$ cat config.mk
export PLATFORM = sky130hd
export DESIGN_NAME = led_seq_ctl_flat
export DESIGN_NICKNAME = d
export VERILOG_FILES = /design/src/rtl/led_seq_ctl_if.sv /design/src/rtl/led_seq_ctl.sv /design/src/flat_wrapper.sv
export SDC_FILE = /design/constraint.sdc
export NUM_CORES = 1
export LEC_CHECK = 0
export ABC_AREA = 0
export CAP_MARGIN = 15
export CELL_PAD_IN_SITES_DETAIL_PLACEMENT = 1
export CELL_PAD_IN_SITES_GLOBAL_PLACEMENT = 2
export CORE_ASPECT_RATIO = 1.5
export CORE_MARGIN = 8
export CORE_UTILIZATION = 41
export CTS_CLUSTER_SIZE = 16
export DETAILED_ROUTE_END_ITERATION = 8
export PLACE_DENSITY = 0.89
export SLEW_MARGIN = 20
export SYNTH_ARGS = -nofsm -noshare
export SYNTH_HDL_FRONTEND = slang
export SYNTH_SLANG_ARGS = --single-unit
$ cat constraint.sdc
create_clock -name xclk -period 6.05 [get_ports xclk]
set_input_delay 1.5125 -clock xclk [delete_from_list [all_inputs] [get_ports xclk]]
set_output_delay 1.5125 -clock xclk [all_outputs]
set_load 0.02 [all_outputs]
$ cat src/rtl/led_seq_ctl_if.sv
// led_seq_ctl_if: config write bus from the register decoder into the LED sequencer.
interface led_seq_ctl_if #(
   parameter int DATA_W = 8
);
   logic              cfg_wr;
   logic [1:0]        cfg_addr;
   logic [DATA_W-1:0] cfg_data;
   modport master(output cfg_wr, cfg_addr, cfg_data);
   modport slave(input cfg_wr, cfg_addr, cfg_data);
endinterface

$ cat src/rtl/led_seq_ctl.sv
// led_seq_ctl: self-timed ON/OFF LED pattern sequencer with finite or continuous repeat.
module led_seq_ctl #(
   parameter int PRESCALE_DIV = 1000,
   parameter int PRESCALE_W   = 16,
   parameter int DATA_W       = 8
) (
   input  logic              xclk,
   input  logic              sys_rst,
   led_seq_ctl_if.slave      cfg,
   output logic              led_r,
   output logic              led_g,
   output logic              busy,
   output logic              done,
   output logic [DATA_W-1:0] rpt_left
);
   typedef enum logic [1:0] {IDLE, ON, OFF} state_t;
   state_t state, state_n;
   logic [1:0] mode, mode_n;
   logic [DATA_W-1:0] on_time, off_time, rpt_reg, phase_cnt, phase_n, rpt_n, on_load, off_load;
   logic [PRESCALE_W-1:0] presc, presc_n;
   logic tick, end_ph, mode_wr, done_n, led_r_n, led_g_n;
   assign mode_wr  = cfg.cfg_wr && cfg.cfg_addr == 2'd0;
   assign tick     = state != IDLE && presc == PRESCALE_W'(PRESCALE_DIV - 1);
   assign end_ph   = tick && phase_cnt == DATA_W'(1);
   assign on_load  = on_time == '0 ? DATA_W'(1) : on_time;
   assign off_load = off_time == '0 ? DATA_W'(1) : off_time;
   assign busy     = state != IDLE;
   always_comb begin
      state_n = state;
      mode_n  = mode;
      presc_n = (state == IDLE || tick) ? '0 : presc + PRESCALE_W'(1);
      phase_n = (tick && phase_cnt > DATA_W'(1)) ? phase_cnt - DATA_W'(1) : phase_cnt;
      rpt_n   = rpt_left;
      done_n  = 1'b0;
      // A MODE write overrides any end-of-phase transition in the same cycle
      if (mode_wr) begin
         mode_n  = cfg.cfg_data[1:0];
         state_n = mode_n == 2'd0 ? IDLE : ON;
         presc_n = '0;
         phase_n = mode_n == 2'd0 ? '0 : on_load;
         rpt_n   = mode_n == 2'd0 ? '0 : rpt_reg;
      end else if (end_ph && state == ON) begin
         state_n = OFF;
         phase_n = off_load;
      end else if (end_ph && rpt_left != DATA_W'(1)) begin
         state_n = ON;
         phase_n = on_load;
         rpt_n   = rpt_left == '0 ? '0 : rpt_left - DATA_W'(1);
      end else if (end_ph) begin
         state_n = IDLE;
         phase_n = '0;
         rpt_n   = '0;
         done_n  = 1'b1;
      end
      led_r_n = state_n == ON;
      led_g_n = (state_n == ON && mode_n == 2'd2) || (state_n == OFF && mode_n == 2'd1);
   end
   always_ff @(posedge xclk or negedge sys_rst) begin
      if (!sys_rst) begin
         state     <= IDLE;
         mode      <= '0;
         presc     <= '0;
         phase_cnt <= '0;
         rpt_left  <= '0;
         done      <= 1'b0;
         led_r     <= 1'b0;
         led_g     <= 1'b0;
      end else begin
         state     <= state_n;
         mode      <= mode_n;
         presc     <= presc_n;
         phase_cnt <= phase_n;
         rpt_left  <= rpt_n;
         done      <= done_n;
         led_r     <= led_r_n;
         led_g     <= led_g_n;
      end
   end
   always_ff @(posedge xclk or negedge sys_rst) begin
      if (!sys_rst) begin
         on_time  <= '0;
         off_time <= '0;
         rpt_reg  <= '0;
      end else if (cfg.cfg_wr) begin
         if (cfg.cfg_addr == 2'd1) on_time  <= cfg.cfg_data;
         if (cfg.cfg_addr == 2'd2) off_time <= cfg.cfg_data;
         if (cfg.cfg_addr == 2'd3) rpt_reg  <= cfg.cfg_data;
      end
   end
endmodule

$ cat src/flat_wrapper.sv
// flat-port wrapper written by rule: the top's interface ports become plain ports
module led_seq_ctl_flat 
#(
   parameter int PRESCALE_DIV = 1000,
   parameter int PRESCALE_W   = 16,
   parameter int DATA_W       = 8
)
  (xclk, sys_rst, led_r, led_g, busy, done, rpt_left, cfg_cfg_wr, cfg_cfg_addr, cfg_cfg_data);
  led_seq_ctl_if #(.DATA_W(DATA_W)) cfg_i ();
  input  logic xclk;
  input  logic sys_rst;
  output logic led_r;
  output logic led_g;
  output logic busy;
  output logic done;
  output logic [DATA_W-1:0] rpt_left;
  input wire logic [$bits(cfg_i.cfg_wr)-1:0] cfg_cfg_wr;
  input wire logic [$bits(cfg_i.cfg_addr)-1:0] cfg_cfg_addr;
  input wire logic [$bits(cfg_i.cfg_data)-1:0] cfg_cfg_data;
  assign cfg_i.cfg_wr = cfg_cfg_wr;
  assign cfg_i.cfg_addr = cfg_cfg_addr;
  assign cfg_i.cfg_data = cfg_cfg_data;
  led_seq_ctl #(.PRESCALE_DIV(PRESCALE_DIV), .PRESCALE_W(PRESCALE_W), .DATA_W(DATA_W)) u_core (.xclk(xclk), .sys_rst(sys_rst), .cfg(cfg_i), .led_r(led_r), .led_g(led_g), .busy(busy), .done(done), .rpt_left(rpt_left));
endmodule
==> flow_metrics.tcl, run 1 <==
set metrics [dict create \
    avgSynthCellArea_sq_um 9.904 \
    swShare 0.2797 \
    antennaDiodeCount 0 \
    place_congestion 0.8575 \
    synth_cell_types 54 \
    initial_core_util 0.4230 \
    slew_headroom 0.4293 \
    ir_worst_vdd_uv 183.3 \
    yosys.area_share.simple 0.2150 \
    p_int_mw 0.9893 \
    cts_resized 0 \
    multi_input_area_sq_mm 0.001697 \
    chipWidth_um 90.21 \
    synth_top_area_share 0.4655 \
    via_count 2739 \
    synth_cells 342 \
    first_pass_iters 4 \
    drive_gt1_frac 0.1432 \
    status "completed" \
    antenna_found_initial 0 \
    mostFrequentLayoutCell "dfrtp_1" \
    seq_area_sq_mm 0.001577 \
    vias_per_cell 5.766 \
    synthTopCellsByArea "dfrtp_1 47%, mux2_2 8.3%, o21ai_0 4.1%" \
    clk_path_buf_depth 2 \
    p_leak_nw 1.607 \
    path_class "flop to primary output" \
    synth_edf_count 0 \
    muxShareOfSynthArea 0.08903 \
    synth_nets 360 \
    regMostFlops "u_core.presc" \
    hp-class "flop to flop" \
    synth-async-reset-ratio 1.000 \
    wl_mm 9.545 \
    grt_usage 0.1747 \
    die-area_sq_mm 0.01149 \
    netlist_area_sq_mm 0.003387 \
    fillers 905 \
    htree_num_levels 3 \
    die_h_um 127.3 \
    hold_viol 0 \
    clkPwrFrac 0.436 \
    io_buffer_count 24 \
    utilization 0.5052 \
    place_area_sq_mm 0.003697 \
    cts_tree "yes" \
    start_kind "flop" \
    insertion_delay_ps 330 \
    largest_reg_flops 16 \
    power-per-cell-area_mw_per_mm2 339.6 \
    core_area_sq_mm 0.008008 \
    num_rows 40 \
    cp_max_fo 10 \
    ys.warnings.count 0 \
    postCtsSetupBuffers 0 \
    power_switching_mw 0.3842 \
    finalMaxSlewViolations 0 \
    crit_path_end_kind "primary output" \
    postRouteAntennaNets 0 \
    post-dp-hpwl_mm 6.989 \
    final_cell_mix "63 x dfrtp_1, 34 x nor2_1, 28 x o21ai_0" \
    fin_setup_tns_ps 0 \
    synth_top_family_by_area "simple AND/OR/NAND/NOR gates" \
    synth_compound_area_frac 0.1389 \
    postCtsHoldBufs 0 \
    power_frac_seq 0.396 \
    worstMarginPinSlew_ps 848.3 \
    final_nets 383 \
    grt_max_degree 64 \
    fmax_mhz 268.3 \
    wl_per_cell_um 20.09 \
    combPwrFrac 0.167 \
    skew_ps 7.764 \
    grt_setup_unrepaired "no" \
    design_area_sq_mm 0.004045 \
    grt_overflow 0 \
    ys.flop_type "dfrtp_1" \
    required_ps 4540 \
    cts.clk_slew.worst_paths_ps 60 \
    cts_inserted_buffers 9 \
    cp_data_arrival_time_ps 2210 \
    post-route-period-util 0.6160 \
    ys_seq_elements 63 \
    grt_pass1_wl_mm 15.81 \
    synth_largest_area_cell "dfrtp_1" \
    synth-adder-area-share 0.01847 \
    cts_sinks 63 \
    fin_crit_ps 3727 \
    clockRootBuffer "clkbuf_16" \
    setup_viol 0 \
    area_growth_pct 19.43 \
    drtIter0Drc 91 \
    grt_pass1_vias 2975 \
    maxCapViolCount 0 \
    ios 25 \
    synth_xor_xnor_area_share 0.03879 \
    r2r_slack_ps 3290 \
    ys_seq_area_frac 0.4655 \
    drc_errors 0 \
]
## power groups by stage
stage,Sequential [mW],Clock (mW),Combinational [mW]
after global placement,0.547,0,0.224
final,0.544,0.600,0.230
after global routing,0.553,0.624,0.257
after detailed placement,0.552,0,0.231
after floorplan,0.530,0,0.158
after CTS,0.545,0.611,0.233
## cells in the mapped netlist, types with 3 or more instances
cell,instances
and4_1,3
o211ai_1,6
xnor2_1,9
a22o_1,4
a31oi_1,6
or3_1,5
a21oi_1,8
ha_1,5
nand4_1,4
mux2_2,25
nor3b_1,4
nor3_1,12
xor2_1,6
clkbuf_1,9
a32oi_1,3
inv_1,11
nand2b_1,3
nand3b_1,4
nor2_1,35
nand2_1,23
dfrtp_1,63
o21ai_0,28
nor4_1,11
buf_2,3
nand3_1,13
## per-layer routing
metal,GRT usage,share of wire
met5,0,0
met4,0.09843,0.040
met3,0.04045,0.036
met2,0.3143,0.53
met1,0.1832,0.40
## final timing paths
check	from	endpoint	cells past startpoint
setup / recovery	u_core.state[1]	busy	3
max in group asynchronous	sys_rst	u_core.rpt_reg[2]	2
min in group asynchronous	sys_rst	u_core.rpt_left[2]	2
setup reg to reg	u_core.phase_cnt[1]	u_core.phase_cnt[1]	7
hold reg to reg	u_core.presc[0]	u_core.presc[0]	1
hold / removal	u_core.presc[0]	u_core.presc[0]	1
## area by class of cell
| class | count | share of cell area |
|---|---|---|
| clock inverter | 7 | 0.02969 |
| inverter | 12 | 0.01114 |
| timing repair buffer | 26 | 0.06186 |
| multi-input combinational | 253 | 0.4194 |
| clock buffer | 9 | 0.05568 |
| sequential | 63 | 0.3897 |
| tap | 105 | 0.03248 |
## stage by stage
step | total power [mW] | std cells | hold slack, ps | worst slack, ps
detailed placement | 0.7824 | 459 | 458.2 | 1778
global route | 1.433 | 475 | 478.9 | 2198
CTS | 1.389 | 475 | 466.0 | 2083
floorplan | 0.6880 | 342 | 432.9 | 2953
global placement | 0.7711 | 459 | 446.9 | 1812
finish | 1.374 | 475 | 460.0 | 2323
## cell families after synthesis
family / after synthesis
flip-flops: 63
buffers and inverters: 26
XOR/XNOR: 15
adder cells (fa/ha/maj): 5
AO/OA/AOI/OAI: 72
AND/OR/NAND/NOR: 134
multiplexers: 27
## critical path, cell delays in order (launching register included)
cell	delay, ps
dfrtp_1	490
nor2_1	370
clkinv_1	370
clkdlybuf4s50_1	640
Note: power is estimated with default switching activity, not from simulation.
==> inputs of run 2 (changes only) <==
Settings changed: CORE_UTILIZATION 41 to 34, PLACE_DENSITY 0.89 to 0.79.
Clock period 6.05 ns to 2.99 ns, I/O delays scaled along.
==> run 2 against run 1 <==
Compared with the run above: final cell count is 4.4% higher; sequential share of layout area is 0.66 points lower; worst hold slack better by 1.4 ps; critical path depth stayed put; worst setup slack worse by 2000 ps; critical path type unchanged; largest cell class unchanged; largest power group unchanged.
==> flow_metrics.tcl, run 2 (synthesis results as in run 1) <==
set metrics [dict create \
    path_class "flop to primary output" \
    drtIter0Drc 96 \
    initial_core_util 0.3496 \
    design_area_sq_mm 0.004115 \
    grt_setup_unrepaired "no" \
    start_kind "flop" \
    worst_hold_slack_ps 461.4 \
    grt_overflow 0 \
    place_congestion 0.8373 \
    fin_setup_tns_ps 0 \
    via_count 2795 \
    drc_errors 0 \
    ir_worst_vdd_uv 317.7 \
    regMostFlops "u_core.presc" \
    max_stage_delay_ps 570 \
    fmax_mhz 373.2 \
    worstMarginPinSlew_ps 916.1 \
    cp_data_arrival_time_ps 1930 \
    clockRootBuffer "clkbuf_16" \
    cts.clk_slew.worst_paths_ps 60 \
    post-dp-hpwl_mm 7.469 \
    antennaDiodeCount 0 \
    place_area_sq_mm 0.003792 \
    grt_pass1_vias 3113 \
    postCtsHoldBufs 0 \
    wl_mm 9.935 \
    vias_per_cell 5.635 \
    area_growth_pct 21.50 \
    crit_chain "nor2_1, clkinv_1, clkdlybuf4s50_1" \
    die_h_um 138.2 \
    fin_crit_ps 2680 \
    cts_resized 0 \
    postCtsSetupBuffers 0 \
    antenna_found_initial 0 \
    crit_path_top_delay_cell "clkdlybuf4s50_1" \
    crit_buf_inv 2 \
    maxCapViolCount 0 \
    die-area_sq_mm 0.01348 \
    insertion_delay_ps 330 \
    clk_path_buf_depth 2 \
    io_buffer_count 24 \
    postRouteAntennaNets 0 \
    htree_num_levels 3 \
    wl_per_cell_um 20.03 \
    cts_tree "yes" \
    skew_ps 5.930 \
    finalMaxSlewViolations 0 \
    required_ps 2240 \
    grt_pass1_wl_mm 16.42 \
    first_pass_iters 4 \
    cts_sinks 63 \
    post-route-period-util 0.8962 \
    dp.cells 480 \
    cp_max_fo 10 \
    layout.cells.non_filler 496 \
    grt_usage 0.1513 \
    hp-class "flop to flop" \
    power_mw 2.709 \
    core_area_sq_mm 0.009689 \
    drive_gt1_frac 0.1654 \
    power-per-cell-area_mw_per_mm2 658.4 \
    grt_max_degree 41 \
    status "completed" \
    chipWidth_um 97.50 \
    final_nets 394 \
    hold_viol 0 \
    final_cell_mix "63 x dfrtp_1, 35 x nor2_1, 28 x o21ai_0" \
    fillers 1063 \
    crit_path_end_kind "primary output" \
    cp_top_family "buffers and inverters" \
    p_leak_nw 1.645 \
    slew_headroom 0.3893 \
    ios 25 \
    num_rows 44 \
    largest_reg_flops 16 \
    cts_inserted_buffers 9 \
    mostFrequentLayoutCell "dfrtp_1" \
    setup_viol 0 \
]
-- run 2: changes by cell type in the layout (fill, tap and decap cells not counted), sizes merged --
cell	before	now
clkinvlp	1	2
inv	12	11
bufinv	3	2
buf	3	14
clkinv	3	4
-- run 2: path summary, 6_finish.rpt --
kind | from | to | slack, ps | depth (start not counted)
worst max-delay path | u_core.state[1] | busy | 310 | 3
worst min-delay path | u_core.presc[0] | u_core.presc[0] | 460 | 1
worst max register to register | u_core.phase_cnt[1] | u_core.rpt_left[4] | 510 | 7
worst min register to register | u_core.presc[0] | u_core.presc[0] | 460 | 1
max in group asynchronous | sys_rst | u_core.phase_cnt[2] | 1700 | 2
min in group asynchronous | sys_rst | u_core.rpt_left[3] | 550 | 1
-- run 2: through the flow --
step | setup slack (ps) | utilization
2_1_floorplan | 658.4 | -
3_3_place_gp | 301.8 | 0.3914
3_5_place_dp | 256.1 | 0.3914
4_1_cts | 302.5 | 0.4247
5_1_grt | 185.4 | 0.4247
6_report | 310.5 | 0.4247
-- run 2: worst reg2reg max path: cells and delay by family, from the launching register on --
kind	cells	cell delay, ps
AOI/OAI and AO/OA	1	240
adders and majority gates	1	200
buffers and inverters	1	110
DFF	1	400
and+or+nand+nor	4	1440
-- run 2: metal layers --
layer,global-route usage,vias up,share of wire
met1,0.1550,1406,0.39
met3,0.02693,19,0.023
met2,0.2856,41,0.56
met5,0,-,0
met4,0.07051,0,0.029
li1,-,1329,-
-- run 2: where the power goes --
group          total [mW]  switching [mW]  internal, mW
Clock                1.13           0.402         0.730
Combinational       0.488           0.259         0.229
Sequential           1.09           0.118         0.970
Total                2.71           0.780          1.93
-- run 2: final cells by class --
| class | count | area [sq um] | area share |
|---|---|---|---|
| flip-flops and latches | 63 | 1577 | 0.3831 |
| multi-input cells | 253 | 1694 | 0.4117 |
| repair buffers | 37 | 332.8 | 0.08088 |
| clock inverters | 7 | 97.59 | 0.02372 |
| clock buffers | 9 | 225.2 | 0.05473 |
| inverters | 12 | 45.04 | 0.01095 |
| well taps | 115 | 143.9 | 0.03497 |
